===== src/rtl/alu_pkg.sv =====
// Shared opcode encodings and control-bit positions for the Hack-style ALU.
// The operation word is {zx, nx, zy, ny, f, no}, with zx in bit 5.
package alu_pkg;

    localparam int OP_W = 6;

    localparam int BIT_ZX = 5;
    localparam int BIT_NX = 4;
    localparam int BIT_ZY = 3;
    localparam int BIT_NY = 2;
    localparam int BIT_F  = 1;
    localparam int BIT_NO = 0;

    localparam logic [OP_W-1:0] OP_ZERO = 6'b101010;
    localparam logic [OP_W-1:0] OP_ONE  = 6'b111111;
    localparam logic [OP_W-1:0] OP_NEG1 = 6'b111010;
    localparam logic [OP_W-1:0] OP_X    = 6'b001100;
    localparam logic [OP_W-1:0] OP_Y    = 6'b110000;
    localparam logic [OP_W-1:0] OP_NOTX = 6'b001101;
    localparam logic [OP_W-1:0] OP_NOTY = 6'b110001;
    localparam logic [OP_W-1:0] OP_NEGX = 6'b001111;
    localparam logic [OP_W-1:0] OP_NEGY = 6'b110011;
    localparam logic [OP_W-1:0] OP_XP1  = 6'b011111;
    localparam logic [OP_W-1:0] OP_YP1  = 6'b110111;
    localparam logic [OP_W-1:0] OP_XM1  = 6'b001110;
    localparam logic [OP_W-1:0] OP_YM1  = 6'b110010;
    localparam logic [OP_W-1:0] OP_ADD  = 6'b000010;
    localparam logic [OP_W-1:0] OP_XMY  = 6'b010011;
    localparam logic [OP_W-1:0] OP_YMX  = 6'b000111;
    localparam logic [OP_W-1:0] OP_AND  = 6'b000000;
    localparam logic [OP_W-1:0] OP_OR   = 6'b010101;

endpackage


===== src/rtl/alu_core.sv =====
// Combinational Hack ALU datapath: per-operand zero/invert, add or AND,
// optional output invert, plus zero and negative flags on the result.
module alu_core
    import alu_pkg::*;
#(
    parameter int WIDTH = 16
) (
    input  logic [WIDTH-1:0] x,
    input  logic [WIDTH-1:0] y,
    input  logic [OP_W-1:0]  operation,
    output logic [WIDTH-1:0] res,
    output logic             zr,
    output logic             ng
);

    logic [WIDTH-1:0] xa;
    logic [WIDTH-1:0] xb;
    logic [WIDTH-1:0] ya;
    logic [WIDTH-1:0] yb;
    logic [WIDTH-1:0] r;

    always_comb begin
        xa  = operation[BIT_ZX] ? '0 : x;
        xb  = operation[BIT_NX] ? ~xa : xa;
        ya  = operation[BIT_ZY] ? '0 : y;
        yb  = operation[BIT_NY] ? ~ya : ya;
        // Carry out of the adder is dropped: arithmetic wraps modulo 2^WIDTH.
        r   = operation[BIT_F] ? (xb + yb) : (xb & yb);
        res = operation[BIT_NO] ? ~r : r;
        zr  = (res == '0);
        ng  = res[WIDTH-1];
    end

endmodule


===== src/rtl/alu.sv =====
// Hack-style ALU with a single registered output stage and a valid pipe.
// Data registers hold their value while in_valid is low; out_valid tracks in_valid.
module alu
    import alu_pkg::*;
#(
    parameter int WIDTH = 16
) (
    input  logic             clk,
    input  logic             rst_n,
    input  logic             in_valid,
    input  logic [WIDTH-1:0] x,
    input  logic [WIDTH-1:0] y,
    input  logic [OP_W-1:0]  operation,
    output logic [WIDTH-1:0] out,
    output logic             zr,
    output logic             ng,
    output logic             out_valid
);

    logic [WIDTH-1:0] res_p0;
    logic             zr_p0;
    logic             ng_p0;

    logic [WIDTH-1:0] res_p1;
    logic             zr_p1;
    logic             ng_p1;
    logic             vld_p1;

    alu_core #(
        .WIDTH(WIDTH)
    ) u_core (
        .x         (x),
        .y         (y),
        .operation (operation),
        .res       (res_p0),
        .zr        (zr_p0),
        .ng        (ng_p0)
    );

    // Stage p0 -> p1: results are captured only for accepted inputs.
    always_ff @(posedge clk or negedge rst_n) begin
        if (!rst_n) begin
            res_p1 <= '0;
            zr_p1  <= 1'b0;
            ng_p1  <= 1'b0;
            vld_p1 <= 1'b0;
        end else begin
            vld_p1 <= in_valid;
            if (in_valid) begin
                res_p1 <= res_p0;
                zr_p1  <= zr_p0;
                ng_p1  <= ng_p0;
            end
        end
    end

    assign out       = res_p1;
    assign zr        = zr_p1;
    assign ng        = ng_p1;
    assign out_valid = vld_p1;

endmodule


===== config.mk =====
export PLATFORM = sky130hd
export DESIGN_NAME = alu
export DESIGN_NICKNAME = d
export VERILOG_FILES = /design/src/rtl/alu_pkg.sv /design/src/rtl/alu_core.sv /design/src/rtl/alu.sv
export SDC_FILE = /design/constraint.sdc
export NUM_CORES = 1
export LEC_CHECK = 0
export CAP_MARGIN = 20
export CORE_UTILIZATION = 35
export DETAILED_ROUTE_END_ITERATION = 7
export GPL_TIMING_DRIVEN = 0
export PLACE_DENSITY_LB_ADDON = 0.12
export REMOVE_ABC_BUFFERS = 1
export SYNTH_ARGS = -nofsm -noshare
export SYNTH_HDL_FRONTEND = slang
export SYNTH_HIERARCHICAL = 1
export SYNTH_SLANG_ARGS = --single-unit

===== constraint.sdc =====
create_clock -name clk -period 1 [get_ports clk]
set_input_delay 0.3 -clock clk [delete_from_list [all_inputs] [get_ports clk]]
set_output_delay 0.3 -clock clk [all_outputs]
set_load 0.01 [all_outputs]

==> results.py, run 1 <==
metrics = {
    "outcome": {
        "status": "finished with violations",
        "violations": "negative setup slack",
    },
    "floorplan": {
        "core-area_sq_mm": 0.00694,
        "dieArea_sq_mm": 0.00771,
        "ios": 60,
        "die_w_um": 87.8,
        "rows": 30,
        "start_util_pct": 37.1,
        "fp.dieH_um": 87.8,
    },
    "power_and_ir_drop": {
        "clkPwrFrac_pct": 8.8,
        "peakVddDrop_uv": 523,
        "power.density_mw_per_mm2": 1400,
        "power.static_leakage_uw": 0.00175,
        "p_int_uw": 3680,
        "p_comb_share_pct": 72.0,
        "p_seq_share_pct": 19.2,
        "swShare_pct": 37.0,
        "p_sw_uw": 2160,
    },
    "finish": {
        "nNetsFinal": 452,
        "final_area_sq_mm": 0.00417,
        "area_growth_syn_to_layout_pct": 61.8,
        "instances_no_fill": 489,
        "diodes": 0,
        "drive_above_1_share_pct": 45.3,
    },
    "sta": {
        "layout_setup_ws_ns": -2.18,
        "whs_ns": 0.248,
        "grt_setup_unrepaired": "yes",
        "fmax_ghz": 0.314,
        "max_slew_margin_pct": 36.4,
        "worstMarginPinSlew_ns": 0.954,
        "setup_viol": 37,
        "final_hold_viol_count": 0,
        "finalSetupTns_ns": -28.80,
        "drv_slew": 0,
        "fin_skew_ns": 0,
        "fin_crit_sh_pct": 318,
        "final.min_clock_period_ns": 3.18,
    },
    "worst_setup_path": {
        "setup.worst_path.start_class": "input port",
        "startpoint": "operation[3]",
        "crit_fanout": 5,
        "worstPathArrival_ns": 3.32,
        "timing.rr.start": "zr$_DFFE_PN0P_",
        "crit_required_ns": 1.14,
        "setup.worst_path.class": "input port to flop",
        "end_kind": "flop",
    },
    "yosys": {
        "ys_seq_elements": 19,
        "postSynthCellCount": 285,
        "yosys_warnings": 6,
        "yosysTopAreaCell": "dfrtp_1",
        "synth_flop_cell": "dfrtp_1",
        "ys_top_cells_by_count": "xnor2_1 (52), nand2b_1 (36), dfrtp_1 (19), ha_1 (16)",
        "synth_async_sr_flop_share_pct": 100,
        "synth_area_sq_mm": 0.00258,
        "synth.distinct_cells": 52,
        "ys_top_cells_by_area": "dfrtp_1 (18%), xnor2_1 (18%), nand2b_1 (8.7%)",
        "synth_enable_flop_cells": 0,
        "synth.top_cell.area_share_pct": 18.4,
        "avgSynthCellArea_sq_um": 9.05,
        "synth.most_common_cell": "xnor2_1",
        "ys_seq_area_share_pct": 18.4,
    },
    "global_routing": {
        "grt_max_degree": 24,
        "grt_overflow_total": 0,
        "grt_pass1_vias": 2277,
        "grt_pass1_wl_mm": 10.5,
        "antenna_found_initial": 0,
        "grt_util_all_layers_pct": 16.7,
    },
    "drt": {
        "routed_via_density": 4.91,
        "via_count": 2401,
        "firstDrtPassIters": 4,
        "routed_wl_mm": 6.86,
        "wire_per_inst_um": 14.0,
        "drt_iter0_drc": 107,
        "ant_nets": 0,
        "drc": 0,
    },
    "worst_hold_path": {
        "hp-class": "input port to async pin",
    },
    "placement": {
        "gp_congestion": 0.848,
        "place_inst": 424,
        "dp_hpwl_mm": 4.31,
        "place_ws_ns": -3.44,
        "io_buffers": 59,
        "dpl_cell_area_sq_mm": 0.00319,
    },
    "cts": {
        "cts_sinks": 19,
        "cts_tree": "done",
        "cts_max_path_buffers": 2,
        "htreeDepth": 1,
        "cts_buffers": 3,
        "clk_pin_slew_ns": 0.07,
        "root_buffer": "clkbuf_8",
        "clk_latency_ns": 0.25,
    },
    "job": {
        "maxCapViolations": 0,
    },
}
registers in the layout (all words and copies together) (netlist names):
name	cells
ng	1
zr	1
out	16
out_valid	1
layer usage:
layer	part of all wire (%)	GRT usage, %
met5	0	0
met1	47	22.9
met3	3.9	0.377
met2	48	29.2
met4	0.77	3.28
area by class of cell:
cell class              instances  area, sq um
well taps                      96          120
inverters                       9         33.8
clock buffers                   4         45.0
flip-flops and latches         19          475
fillers                       599         2770
repair buffers                120         1040
multi-input cells             241         2460
placed cells by master, fill, tap and decap left out, drive strengths merged, types with 4 or more instances in the layout:
master         instances
nand2                 10
inv                    9
o211ai                 6
and3                   4
clkbuf                 5
xnor2                 52
clkdlybuf4s50         16
a21oi                  9
dlygate4sd2           12
dfrtp                 19
clkdlybuf4s15          5
mux2i                  9
a31oi                  6
ha                    16
nand3                  6
a21o                   6
a211oi                 6
nor2                   9
mux2                  19
buf                   86
o21ai                  7
nand2b                36
and2                   5
through the flow:
stage | utilization (%) | power [uW]
floorplan | - | 3000
global placement | 45.9 | 4010
detailed placement | 45.9 | 4050
CTS | 54.0 | 5160
global route | 60.1 | 6250
finish | 60.1 | 5840
power by group through the flow:
stage | Sequential, uW | Clock (uW) | Combinational [uW]
2_1_floorplan | 1250 | 0 | 1750
3_3_place_gp | 1150 | 0 | 2860
3_5_place_dp | 1150 | 0 | 2900
4_1_cts | 1110 | 525 | 3520
5_1_grt | 1150 | 559 | 4550
6_report | 1120 | 512 | 4200
worst paths after layout:
path	to	slack, ns	depth (start not counted)
worst max-delay path	zr$_DFFE_PN0P_	-2.18	18
worst min-delay path	out[0]$_DFFE_PN0P_	0.25	1
worst max register to register	zr$_DFFE_PN0P_	0	3
worst min register to register	out[15]$_DFFE_PN0P_	0.50	1
max in group asynchronous	out[10]$_DFFE_PN0P_	0.26	1
min in group clk	out[15]$_DFFE_PN0P_	0.50	1
cell families after synthesis:
logic type,share of synthesized area (%)
simple gates,20.2
compound gates,16.5
xor+xnor,17.7
mux,13.4
buf+inv,5.24
flops,18.4
fa+ha+maj,8.54
critical path: stages:
cell,delay (ns)
buf_12,0.11
nand2b_4,0.15
xnor2_4,0.13
ha_4,0.18
fa_2,0.37
a21o_1,0.21
buf_6,0.13
buf_6,0.10
a211oi_2,0.19
a311o_2,0.24
buf_6,0.12
buf_6,0.09
a21oi_4,0.05
mux2i_1,0.12
nor2_2,0.20
mux2i_2,0.28
nor4_4,0.06
mux2_4,0.26
timing repair:
item                       CTS  global route
pin swaps                   34            36
setup endpoints to repair   57            37
hold buffers                 0             0
gates resized for setup    191            43
cloned                       0             1
buffers inserted            43            17
Power figures use the tool's default switching activity.
==> run 2, diff against run 1 <==
- PLACE_DENSITY_LB_ADDON: 0.12 -> 0.2
==> results.py, run 2 (same netlist as run 1, synthesis figures left out) <==
metrics = {
    "cts": {
        "cts_max_path_buffers": 2,
        "root_buffer": "clkbuf_8",
        "cts_buffers": 3,
        "ctsHoldBuffers": 0,
        "htreeDepth": 1,
        "clk_pin_slew_ns": 0.07,
        "cts_sinks": 19,
        "clk_latency_ns": 0.25,
        "cts_tree": "done",
    },
    "sta": {
        "drv_slew": 0,
        "worstMarginPinSlew_ns": 0.856,
        "fin_skew_ns": 0,
        "grt_setup_unrepaired": "yes",
        "fin_crit_sh_pct": 312,
        "setup_viol": 37,
        "max_slew_margin_pct": 42.9,
        "final.min_clock_period_ns": 3.12,
        "fmax_ghz": 0.320,
        "layout_setup_ws_ns": -2.12,
        "final_hold_viol_count": 0,
    },
    "placement": {
        "place_ws_ns": -3.41,
        "io_buffers": 59,
        "gp_congestion": 0.850,
        "dpl_cell_area_sq_mm": 0.00319,
        "place_inst": 424,
        "dp_hpwl_mm": 4.29,
    },
    "finish": {
        "fillers": 623,
        "largest_register_ffs": 16,
        "final_common_cell": "xnor2_1",
        "regArea_sq_um": 475,
        "most-common-layout-cells": "xnor2_1 (43), buf_4 (39), nand2b_1 (32)",
        "final_area_sq_mm": 0.00397,
        "nNetsFinal": 447,
        "diodes": 0,
        "drive_above_1_share_pct": 41.8,
        "area_growth_syn_to_layout_pct": 54.0,
        "instances_no_fill": 484,
        "multi_input_area_sq_mm": 0.00230,
        "finish.utilization_pct": 57.2,
    },
    "floorplan": {
        "fp.dieH_um": 87.8,
        "die_w_um": 87.8,
        "dieArea_sq_mm": 0.00771,
        "core-area_sq_mm": 0.00694,
        "start_util_pct": 37.1,
        "ios": 60,
        "rows": 30,
    },
    "worst_setup_path": {
        "end_kind": "flop",
        "crit_required_ns": 1.20,
        "worstPathArrival_ns": 3.32,
        "crit_fanout": 8,
        "setup.worst_path.start_class": "input port",
        "setup.worst_path.class": "input port to flop",
    },
    "job": {
        "maxCapViolations": 0,
    },
    "power_and_ir_drop": {
        "peakVddDrop_uv": 507,
        "p_comb_share_pct": 71.3,
        "clkPwrFrac_pct": 9.0,
        "p_sw_uw": 2080,
        "p_seq_share_pct": 19.7,
        "finalPower_uw": 5670,
        "power.density_mw_per_mm2": 1430,
        "swShare_pct": 36.8,
        "p_int_uw": 3580,
        "power.static_leakage_uw": 0.00169,
    },
    "global_routing": {
        "antenna_found_initial": 0,
        "grt_pass1_vias": 2348,
        "grt_max_degree": 24,
        "grt_overflow_total": 0,
        "grt_util_all_layers_pct": 17.6,
        "grt_pass1_wl_mm": 10.9,
    },
    "drt": {
        "via_count": 2353,
        "routed_via_density": 4.86,
        "drc": 0,
        "wire_per_inst_um": 13.7,
        "ant_nets": 0,
        "drt_iter0_drc": 49,
        "routed_wl_mm": 6.63,
        "firstDrtPassIters": 4,
    },
    "worst_hold_path": {
        "hp-class": "input port to async pin",
    },
    "outcome": {
        "violations": "negative setup slack",
        "status": "finished with violations",
    },
}
run 2: cell types whose count changed in the layout (fill, tap and decap cells not counted), moves of 3 or more:
cell	before	now
buf_4	48	39
dlygate4sd2_1	12	15
buf_6	14	18
ha_4	6	2
xnor2_1	40	43
run 2: per-stage QoR:
step,setup TNS [ns],hold slack (ns)
after CTS,-29.86,0.265
after floorplan,-25.37,0.00441
after global placement,-58.35,0.489
final,-29.54,0.238
after global routing,-31.59,0.329
after detailed placement,-58.98,0.495
run 2: path summary, 6_finish.rpt:
kind                                     from                  to  slack [ns]  cells past startpoint
max                              operation[3]      zr$_DFFE_PN0P_       -2.12                     16
min                                     rst_n  out[1]$_DFFE_PN0P_        0.24                      1
max reg2reg                out[9]$_DFFE_PN0P_  out[9]$_DFFE_PN0P_           0                      3
min reg2reg                    ng$_DFFE_PN0P_      ng$_DFFE_PN0P_        0.50                      1
max in group asynchronous               rst_n  out[8]$_DFFE_PN0P_        0.27                      1
min in group clk               ng$_DFFE_PN0P_      ng$_DFFE_PN0P_        0.50                      1
run 2: worst max-delay path, stage by stage:
cell      delay [ns]
buf_12          0.11
nand2b_4        0.16
xnor2_4         0.15
ha_4            0.17
buf_6           0.11
buf_6           0.10
buf_6           0.11
a211o_4         0.35
nand4_1         0.13
a31oi_2         0.12
or3_1           0.33
a31oi_1         0.20
xnor2_1         0.10
or4_1           0.56
nor4_2          0.14
mux2_4          0.18
run 2: final cells by class:
type	count	share of cell area [%]
Clock buffer	4	1.13
Inverter	9	0.851
Multi-Input combinational cell	241	57.8
Sequential cell	19	12.0
Tap cell	96	3.02
Timing Repair Buffer	115	25.2
run 2: per-layer routing:
layer / routed length, um / GRT usage, % / share of wire, %
met1: 3110 / 23.2 / 47
met2: 3250 / 31.0 / 49
met3: 210 / 0.848 / 3.2
met4: 64 / 5.07 / 0.96
met5: 0 / 0 / 0
run 2: repair_timing:
item	4_1_cts	5_1_grt
setup buffers	54	9
gates resized for setup	202	18
cloned	0	0
pin swaps	37	15
setup endpoints to repair	57	37
run 2: power by group through the flow:
stage / Clock, uW / Combinational (uW) / Sequential (uW)
after global routing: 566 / 4360 / 1140
final: 511 / 4040 / 1120
after CTS: 530 / 3790 / 1110
after detailed placement: 0 / 2900 / 1150
after floorplan: 0 / 1750 / 1250
after global placement: 0 / 2870 / 1150
==> run 3, diff against run 2 <==
- CORE_UTILIZATION: 35 -> 44
- GPL_ROUTABILITY_DRIVEN: not set -> 0
==> results.py, run 3 (same netlist as run 1, synthesis figures left out) <==
metrics = {
    "drt": {
        "routed_wl_mm": 7.33,
        "drt_iter0_drc": 93,
        "routed_via_density": 5.47,
        "drc": 0,
        "ant_nets": 0,
        "firstDrtPassIters": 4,
        "via_count": 2544,
        "wire_per_inst_um": 15.8,
    },
    "global_routing": {
        "grt_pass1_vias": 2268,
        "antenna_found_initial": 0,
        "grt_max_degree": 24,
        "grt_overflow_total": 0,
        "grt_pass1_wl_mm": 10.4,
        "grt_util_all_layers_pct": 21.0,
    },
    "cts": {
        "htreeDepth": 1,
        "root_buffer": "clkbuf_8",
        "cts_sinks": 19,
        "cts_max_path_buffers": 2,
        "cts_buffers": 3,
        "clk_pin_slew_ns": 0.06,
        "cts_tree": "done",
        "clk_latency_ns": 0.26,
        "ctsHoldBuffers": 0,
    },
    "finish": {
        "drive_above_1_share_pct": 46.8,
        "most-common-layout-cells": "buf_4 (50), xnor2_1 (37), nand2b_1 (28)",
        "final_common_cell": "buf_4",
        "final_area_sq_mm": 0.00419,
        "area_growth_syn_to_layout_pct": 62.6,
        "largest_register_ffs": 16,
        "instances_no_fill": 465,
        "nNetsFinal": 452,
        "diodes": 0,
    },
    "worst_setup_path": {
        "setup.worst_path.start_class": "input port",
        "crit_required_ns": 1.20,
        "worstPathArrival_ns": 3.40,
        "setup.worst_path.class": "input port to flop",
        "end_kind": "flop",
        "crit_fanout": 5,
    },
    "sta": {
        "fin_skew_ns": 0,
        "setup_viol": 37,
        "drv_slew": 0,
        "grt_setup_unrepaired": "yes",
        "whs_ns": 0.227,
        "fmax_ghz": 0.312,
        "worstMarginPinSlew_ns": 0.814,
        "final.min_clock_period_ns": 3.20,
        "final_hold_viol_count": 0,
        "max_slew_margin_pct": 45.8,
        "fin_crit_sh_pct": 320,
        "layout_setup_ws_ns": -2.20,
    },
    "power_and_ir_drop": {
        "power.density_mw_per_mm2": 1410,
        "finalPower_uw": 5900,
        "power.static_leakage_uw": 0.00183,
        "peakVddDrop_uv": 845,
    },
    "floorplan": {
        "fp.dieH_um": 78.6,
        "start_util_pct": 46.3,
        "dieArea_sq_mm": 0.00617,
        "die_w_um": 78.6,
        "ios": 60,
        "core-area_sq_mm": 0.00557,
        "rows": 27,
    },
    "outcome": {
        "status": "finished with violations",
        "violations": "negative setup slack",
    },
    "job": {
        "maxCapViolations": 0,
    },
    "placement": {
        "place_ws_ns": -3.43,
        "place_inst": 400,
        "dp_hpwl_mm": 4.17,
        "io_buffers": 59,
        "dpl_cell_area_sq_mm": 0.00316,
    },
    "worst_hold_path": {
        "hp-class": "input port to async pin",
    },
}
run 3: cell count changes in the layout (fill, tap and decap cells not counted), moves of 3 or more:
cell	delta
dlygate4sd2_1	-4
buf_6	-10
nand2b_4	+4
ha_4	+5
xnor2_2	+3
ha_1	-4
xnor2_4	+3
nand2b_1	-4
xnor2_1	-6
buf_4	+11
dlymetal6s2s_1	+5
run 3: repair_timing:
item / CTS / global route
cloned: 1 / 1
resized for setup: 183 / 52
setup endpoints to repair: 57 / 37
pin swaps: 42 / 47
setup buffers: 45 / 21
run 3: where the power goes:
part / internal [uW] / switching (uW)
Clock: 284 / 240
Sequential: 1010 / 109
Combinational: 2390 / 1870
Total: 3680 / 2220
run 3: area by class of cell:
type | instances | area (sq um)
tap | 72 | 90.1
sequential | 19 | 475
timing repair buffer | 120 | 1050
clock buffer | 4 | 45.0
inverter | 9 | 33.8
multi-input combinational | 241 | 2500
fill | 394 | 1380
run 3: critical path: stages:
cell and delay (ns):
buf_12 0.11, nand2b_4 0.15, xnor2_4 0.14, ha_4 0.19, fa_2 0.35, a21o_1 0.23
a2111oi_4 0.37, xnor2_1 0.17, mux2i_2 0.26, and3_1 0.20, o211ai_1 0.10, or4_4 0.51
nor4_4 0.15, mux2_4 0.17
run 3: path summary, 6_finish.rpt:
path | start | endpoint | slack, ns | cells after the start
worst max-delay path | operation[5] | zr$_DFFE_PN0P_ | -2.20 | 14
worst min-delay path | rst_n | out[0]$_DFFE_PN0P_ | 0.23 | 1
worst max register to register | out[8]$_DFFE_PN0P_ | out[8]$_DFFE_PN0P_ | -0.01 | 3
worst min register to register | out[15]$_DFFE_PN0P_ | out[15]$_DFFE_PN0P_ | 0.50 | 1
max in group asynchronous | rst_n | out[12]$_DFFE_PN0P_ | 0.28 | 1
min in group clk | out[15]$_DFFE_PN0P_ | out[15]$_DFFE_PN0P_ | 0.50 | 1
run 3: through the flow:
| step | util, % | TNS (ns) |
|---|---|---|
| 2_1_floorplan | - | -25.37 |
| 3_3_place_gp | 56.7 | -57.32 |
| 4_1_cts | 66.3 | -28.36 |
| 3_5_place_dp | 56.7 | -58.10 |
| 6_report | 75.2 | -28.92 |
| 5_1_grt | 75.2 | -31.17 |
run 3: metal layers:
metal	track usage [%]	wire length (um)
met5	0	0
met4	6.11	263
met3	1.51	373
met2	37.0	3690
met1	27.3	3010
==> RTL edit 1 (settings of run 2) <==
`WIDTH` is set to 16 in 2 places; all go to 32.
--- a/src/rtl/alu_core.sv
+++ b/src/rtl/alu_core.sv
@@ -3,7 +3,7 @@
 module alu_core
     import alu_pkg::*;
 #(
-    parameter int WIDTH = 16
+    parameter int WIDTH = 32
 ) (
     input  logic [WIDTH-1:0] x,
     input  logic [WIDTH-1:0] y,
--- a/src/rtl/alu.sv
+++ b/src/rtl/alu.sv
@@ -3,7 +3,7 @@
 module alu
     import alu_pkg::*;
 #(
-    parameter int WIDTH = 16
+    parameter int WIDTH = 32
 ) (
     input  logic             clk,
     input  logic             rst_n,
Ports: changed (resized out, x and y); port bits go from 60 to 108. The function was not compared with the original's and may differ.
==> RTL edit 1 against run 2 <==
- the flow finishes with violations (DRC, setup timing)
- power up 140%
- sequential cell count increased by 16
- non-clock buffer count rose by 119
- setup slack lost 0.37 ns
- wire length rose to 2.7 times the old value
- critical path depth fell by 1
- clock power grew to 3.6 times the old value
- design area increased by 120%
- cell count is 110% higher
- synthesized cell count rose by 120%
- combinational power rose by 140%
- area after synthesis increased by 110%
- critical path type unchanged
==> RTL edit 1: results (changes against run 2) <==
Outcome
  • Outcome: complete, but fails checks
  • Failing checks: DRC, setup timing

Routing
  • Pre-Repair DR Iteration Count: 8 (+4)
  • Vias post-DR: 5478 (+130%)
  • Initial DRC count: 362 (+640%)
  • Via-to-Cell Ratio: 5.41 (+11%)
  • Avg WL per Cell: 17.8 um (+30%)
  • Remaining DRCs: 7 (+7)

Final layout
  • Fin util: 60.3% (+3.1 points)
  • Register area: 876 um2 (+84%)
  • Largest register FFs: 32 (+16)
  • Area of the multi-input gates: 0.00544 mm2 (+140%)
  • Share of layout cells above drive strength 1: 48.5% (+6.7 points)
  • Inverters: 14 (+5)
  • CLK BUF: 6 (+2)
  • Fin nets: 934 (+110%)
  • FFs & Latches: 35 (+16)
  • Buffer share of cell area: 23.5% (-1.6 points)
  • Fillers: 1224 (+96%)
  • Multi-input gate share of the layout cell area: 61.4% (+3.6 points)
  • Clk cell area share: 1.96% (+0.83 points)
  • Bufs w/o clock: 234 (+100%)

Global routing
  • First-pass GRT wire length: 27600 um (+150%)
  • Largest net degree at the start of global routing: 36 (+50%)
  • All-Layer GR Usage: 21.5% (+3.9 points)

Logic synthesis
  • Most frequent cells after synthesis: 100 x xnor2_1, 69 x nand2b_1, 35 x dfrtp_1, 35 x nand2_1, 32 x ha_1
  • Syn Area/Cell: 8.56 um2 (-5.4%)
  • Ys Warns: 6 (unchanged)
  • Top cells by area, synth: dfrtp_1 16%, xnor2_1 16%, mux2_4 8.4%
  • Yosys cell types: 77 (+48%)
  • Sequential fraction of the synthesis area: 16.4% (-2.0 points)
  • Fraction of registers with async set/reset: 100% (unchanged)

Critical path
  • Worst Path Max Fanout: 16 (+8)
  • Worst path top cell family by delay: compound AO/OA/AOI/OAI gates
  • Arr. time, crit path: 3.66 ns (+0.34 ns)
  • R2R setup slack: 0.08 ns (+0.08 ns)
  • Slowest CP cell: ha_1
  • Largest stage delay on the critical path: 0.40 ns (-0.16 ns)

Power
  • P_seq: 2.16 mW (+93%)
  • Sw Share: 39.0% (+2.2 points)
  • Power Combinational: 9.54 mW (+140%)
  • Peak supply drop: 0.000765 V (+51%)
  • Power in the clock group: 1.84 mW (+260%)
  • Lkg Pwr: 3.86 nW (+130%)

CTS
  • Num CTS Buffers: 5 (+2)
  • Htree depth: 2 (+1)
  • Clock-pin slew on the worst setup and hold paths: 0.06 ns
  • Clock Latency Late Sink: 0.28 ns (+0.03 ns)
  • Root Buffer: clkbuf_16
  • Longest Clk Path Bufs: 2 (unchanged)

STA
  • Tightest Pin Transition: 0.991 ns (+0.136 ns)
  • Worst hold slack: 0.126 ns (-0.112 ns)
  • Post-route setup TNS: -64.03 ns (-34.49 ns)
  • Worst setup margin: -2.50 ns (-0.375 ns)
  • # setup viols final: 69 (+86%)

Place
  • Hpwl dp: 11000 um (+160%)
  • Setup Slack @ Placement: -4.23 ns (-0.818 ns)
  • RD Place Congestion: 0.891 (+4.9%)
  • Number of buffers added on ports: 107 (+81%)
  • Placed Cells: 880 (+110%)
[RTL edit 1: cell count changes after synthesis, moves of 10 or more]
cell / run 2 / this run
xnor2_1: 52 / 100
nor2_1: 9 / 23
nand2b_1: 36 / 69
nand2_1: 10 / 35
dfrtp_1: 19 / 35
ha_1: 16 / 32
a21oi_1: 9 / 28
nor2b_1: 3 / 13
mux2_4: 10 / 30
[RTL edit 1: path summary, 6_finish.rpt]
check	from	end	cells past startpoint
max	operation[5]	zr	15
min	rst_n	out[13]	1
max reg2reg	out[12]	out[12]	2
min reg2reg	out[31]	out[31]	1
max in group asynchronous	rst_n	zr	1
min in group clk	in_valid	out_valid	1
[RTL edit 1: repair_timing]
action | in CTS | in global routing
cloned | 4 | 0
endpoints found under the setup margin | 69 | 69
pin swaps | 118 | 85
gates resized for setup | 362 | 94
hold endpoints to repair | 0 | 0
setup buffers | 78 | 43
[RTL edit 1: layer usage]
metal	routed length, um	GRT usage, %	up-vias	part of all wire [%]
met5	0	0	-	0
met4	340	6.74	0	1.9
met3	644	2.44	25	3.6
met2	9060	37.2	148	50
met1	8030	27.7	2663	44
li1	-	-	2642	-
[RTL edit 1: kinds of logic after synthesis]
| kind of cell | count (synthesis) | synth area share [%] |
|---|---|---|
| xor+xnor | 105 | 17.2 |
| buf+inv | 51 | 5.04 |
| compound gates | 132 | 17.4 |
| mux | 50 | 12.3 |
| fa+ha+maj | 33 | 7.87 |
| simple gates | 218 | 23.7 |
| flops | 35 | 16.4 |
[RTL edit 1: worst reg2reg max path, stage by stage, from the launching register on]
cell	delay, ns
dfrtp_1	0.40
buf_4	0.15
mux2_4	0.27
==> RTL edit 2 (flow settings as in run 2) <==
Without the edit above. Register the inputs `in_valid`, `x`, `y` and `operation` before use, without a reset. The logic sees them one clock later.
--- a/src/rtl/alu.sv
+++ b/src/rtl/alu.sv
@@ -17,6 +17,18 @@
     output logic             out_valid
 );
 
+    logic in_valid_q;
+    logic [WIDTH-1:0] x_q;
+    logic [WIDTH-1:0] y_q;
+    logic [OP_W-1:0] operation_q;
+
+    always_ff @(posedge clk) begin
+        in_valid_q  <= in_valid;
+        x_q         <= x;
+        y_q         <= y;
+        operation_q <= operation;
+    end
+
     logic [WIDTH-1:0] res_p0;
     logic             zr_p0;
     logic             ng_p0;
@@ -29,9 +41,9 @@
     alu_core #(
         .WIDTH(WIDTH)
     ) u_core (
-        .x         (x),
-        .y         (y),
-        .operation (operation),
+        .x         (x_q),
+        .y         (y_q),
+        .operation (operation_q),
         .res       (res_p0),
         .zr        (zr_p0),
         .ng        (ng_p0)
@@ -45,8 +57,8 @@
             ng_p1  <= 1'b0;
             vld_p1 <= 1'b0;
         end else begin
-            vld_p1 <= in_valid;
-            if (in_valid) begin
+            vld_p1 <= in_valid_q;
+            if (in_valid_q) begin
                 res_p1 <= res_p0;
                 zr_p1  <= zr_p0;
                 ng_p1  <= ng_p0;
Check against the original RTL: not equivalent (Yosys sat finds a counterexample within 4 cycles, from zero or initial values and one cycle with rst_n low).
==> RTL edit 2 against run 2 <==
- the flow still finishes with violations (setup timing)
- sequential share of layout area up 15 points
- sequential cell count grew 39
- design area is 21% higher
- wire length increased by 13%
- synthesized cell count increased by 14%
- count of clock-buffer cells in the layout rose by 7
- area after synthesis increased by 30%
- critical path depth shrank 3
- die area up 30%
- cell count rose by 15%
- setup slack worse by 0.21 ns
- core utilization fell by 5.6 points
- clock skew increased by 0.0080 ns
- power up 54%
- critical path type is now register to register
- critical endpoint unchanged
==> RTL edit 2: results (changes against run 2) <==
Global routing
  • All-Layer GR Usage: 15.4% (-2.2 points)
  • First-pass GRT wire length: 11900 um (+9.4%)
  • Largest net degree at the start of global routing: 24 (unchanged)
  • Initial antenna violation count: 0 (unchanged)

Routing
  • WL final: 7470 um (+13%)
  • Pre-Repair DR Iteration Count: 4 (unchanged)
  • Via-to-Cell Ratio: 4.75 (-2.2%)
  • Initial DRC count: 93 (+90%)
  • Vias post-DR: 2648 (+13%)

Final layout
  • Fillers: 892 (+43%)
  • Register area: 0.00127 mm2 (+170%)
  • Fin nets: 481 (+7.6%)
  • Share of layout cells above drive strength 1: 36.4% (-5.3 points)
  • N_diodes: 0 (unchanged)

CTS
  • Longest Clk Path Bufs: 2 (unchanged)
  • Htree depth: 3 (+2)
  • Clock-pin slew on the worst setup and hold paths: 0.07 ns (about the same)
  • Root Buffer: clkbuf_8
  • Num CTS Buffers: 9 (+6)
  • Clock Latency Late Sink: 0.34 ns (+0.09 ns)

Place
  • Setup Slack @ Placement: -3.03 ns (+0.379 ns)
  • Cell Area, Placed: 0.00401 mm2 (+26%)
  • RD Place Congestion: 0.815 (-4.1%)
  • Placed Cells: 496 (+17%)
  • Hpwl dp: 4780 um (+11%)
  • Number of buffers added on ports: 59 (unchanged)

Logic synthesis
  • Ys Warns: 6 (unchanged)
  • Top cells by area, synth: dfxtp_1 23%, dfrtp_1 14%, xnor2_1 14%
  • Mapped Cells: 324 (+14%)
  • Sequential fraction of the synthesis area: 37.4% (+19 points)
  • Most frequent cells after synthesis: 52 x xnor2_1, 39 x dfxtp_1, 36 x nand2b_1, 19 x dfrtp_1, 16 x ha_1
  • Yosys cell types: 53 (+1.9%)
  • Fraction of registers with async set/reset: 32.8% (-67 points)

STA
  • # setup viols final: 37 (unchanged)
  • Tightest Pin Transition: 0.822 ns (-0.0337 ns)
  • Post-route setup TNS: -33.60 ns (-4.06 ns)
  • Worst setup margin: -2.34 ns (-0.214 ns)
  • Setup Skew: 0.00797 ns (+0.00797 ns)

Hold path
  • Type of the most critical hold path: primary input to asynchronous set/reset pin

Outcome
  • Outcome: complete, but fails checks
  • Failing checks: setup timing

Critical path
  • Worst path top cell family by delay: compound AO/OA/AOI/OAI gates
  • Slowest CP cell: or4_1
  • Worst Path Max Fanout: 6 (-2)
  • CP endpoint: zr
  • Reg2Reg Depth: 13 (+10)
  • Largest stage delay on the critical path: 0.43 ns (-0.13 ns)
  • Worst r2r src: operation_q[5]
  • Setup Crit Path Kind: register to register

Power
  • Peak supply drop: 0.000836 V (+65%)
  • Lkg Pwr: 1.99 nW (+18%)
==> RTL edit 2: cells by family (layout without fill, tap and decap cells) <==
family	after synthesis	in the layout	synth area share [%]
AO/OA/AOI/OAI	55	55	12.7
XOR/XNOR	52	52	13.6
adder cells (fa/ha/maj)	17	17	6.55
buffers and inverters	25	129	4.02
flip-flops	58	58	37.4
multiplexers	28	28	10.3
AND/OR/NAND/NOR	89	89	15.5
==> RTL edit 2: routing by layer <==
layer	track usage (%)	up-vias	wire length [um]
li1	-	1325	-
met4	7.36	0	145
met3	3.27	12	268
met1	18.3	1263	3490
met2	26.4	48	3570
met5	0	-	0
==> RTL edit 2: cell type report <==
cell class | instances | share of cell area (%)
Clock buffer | 11 | 3.16
Clock inverter | 5 | 1.07
Inverter | 9 | 0.705
Multi-Input combinational cell | 241 | 46.8
Sequential cell | 58 | 26.6
Tap cell | 129 | 3.37
Timing Repair Buffer | 104 | 18.3
==> RTL edit 2: what timing repair did <==
item / CTS / global route
pin swaps: 20 / 21
endpoints found under the setup margin: 57 / 37
resized for setup: 120 / 29
setup buffers: 31 / 14
==> RTL edit 2: worst min-delay path by stage <==
stage | end | slack [ns] | cells after the start
after detailed placement | out[15] | 0.49 | 1
final | out[0] | 0.16 | 1
after global routing | out[0] | 0.24 | 1
after floorplan | ng | 0.004 | 0
after global placement | ng | 0.49 | 1
after CTS | out[0] | 0.18 | 1
==> RTL edit 2: report_power, final <==
| part | total (mW) | switching, mW | internal [mW] |
|---|---|---|---|
| logic | 3.63 | 1.55 | 2.08 |
| clock network | 2.21 | 0.936 | 1.27 |
| registers | 2.86 | 0.220 | 2.64 |
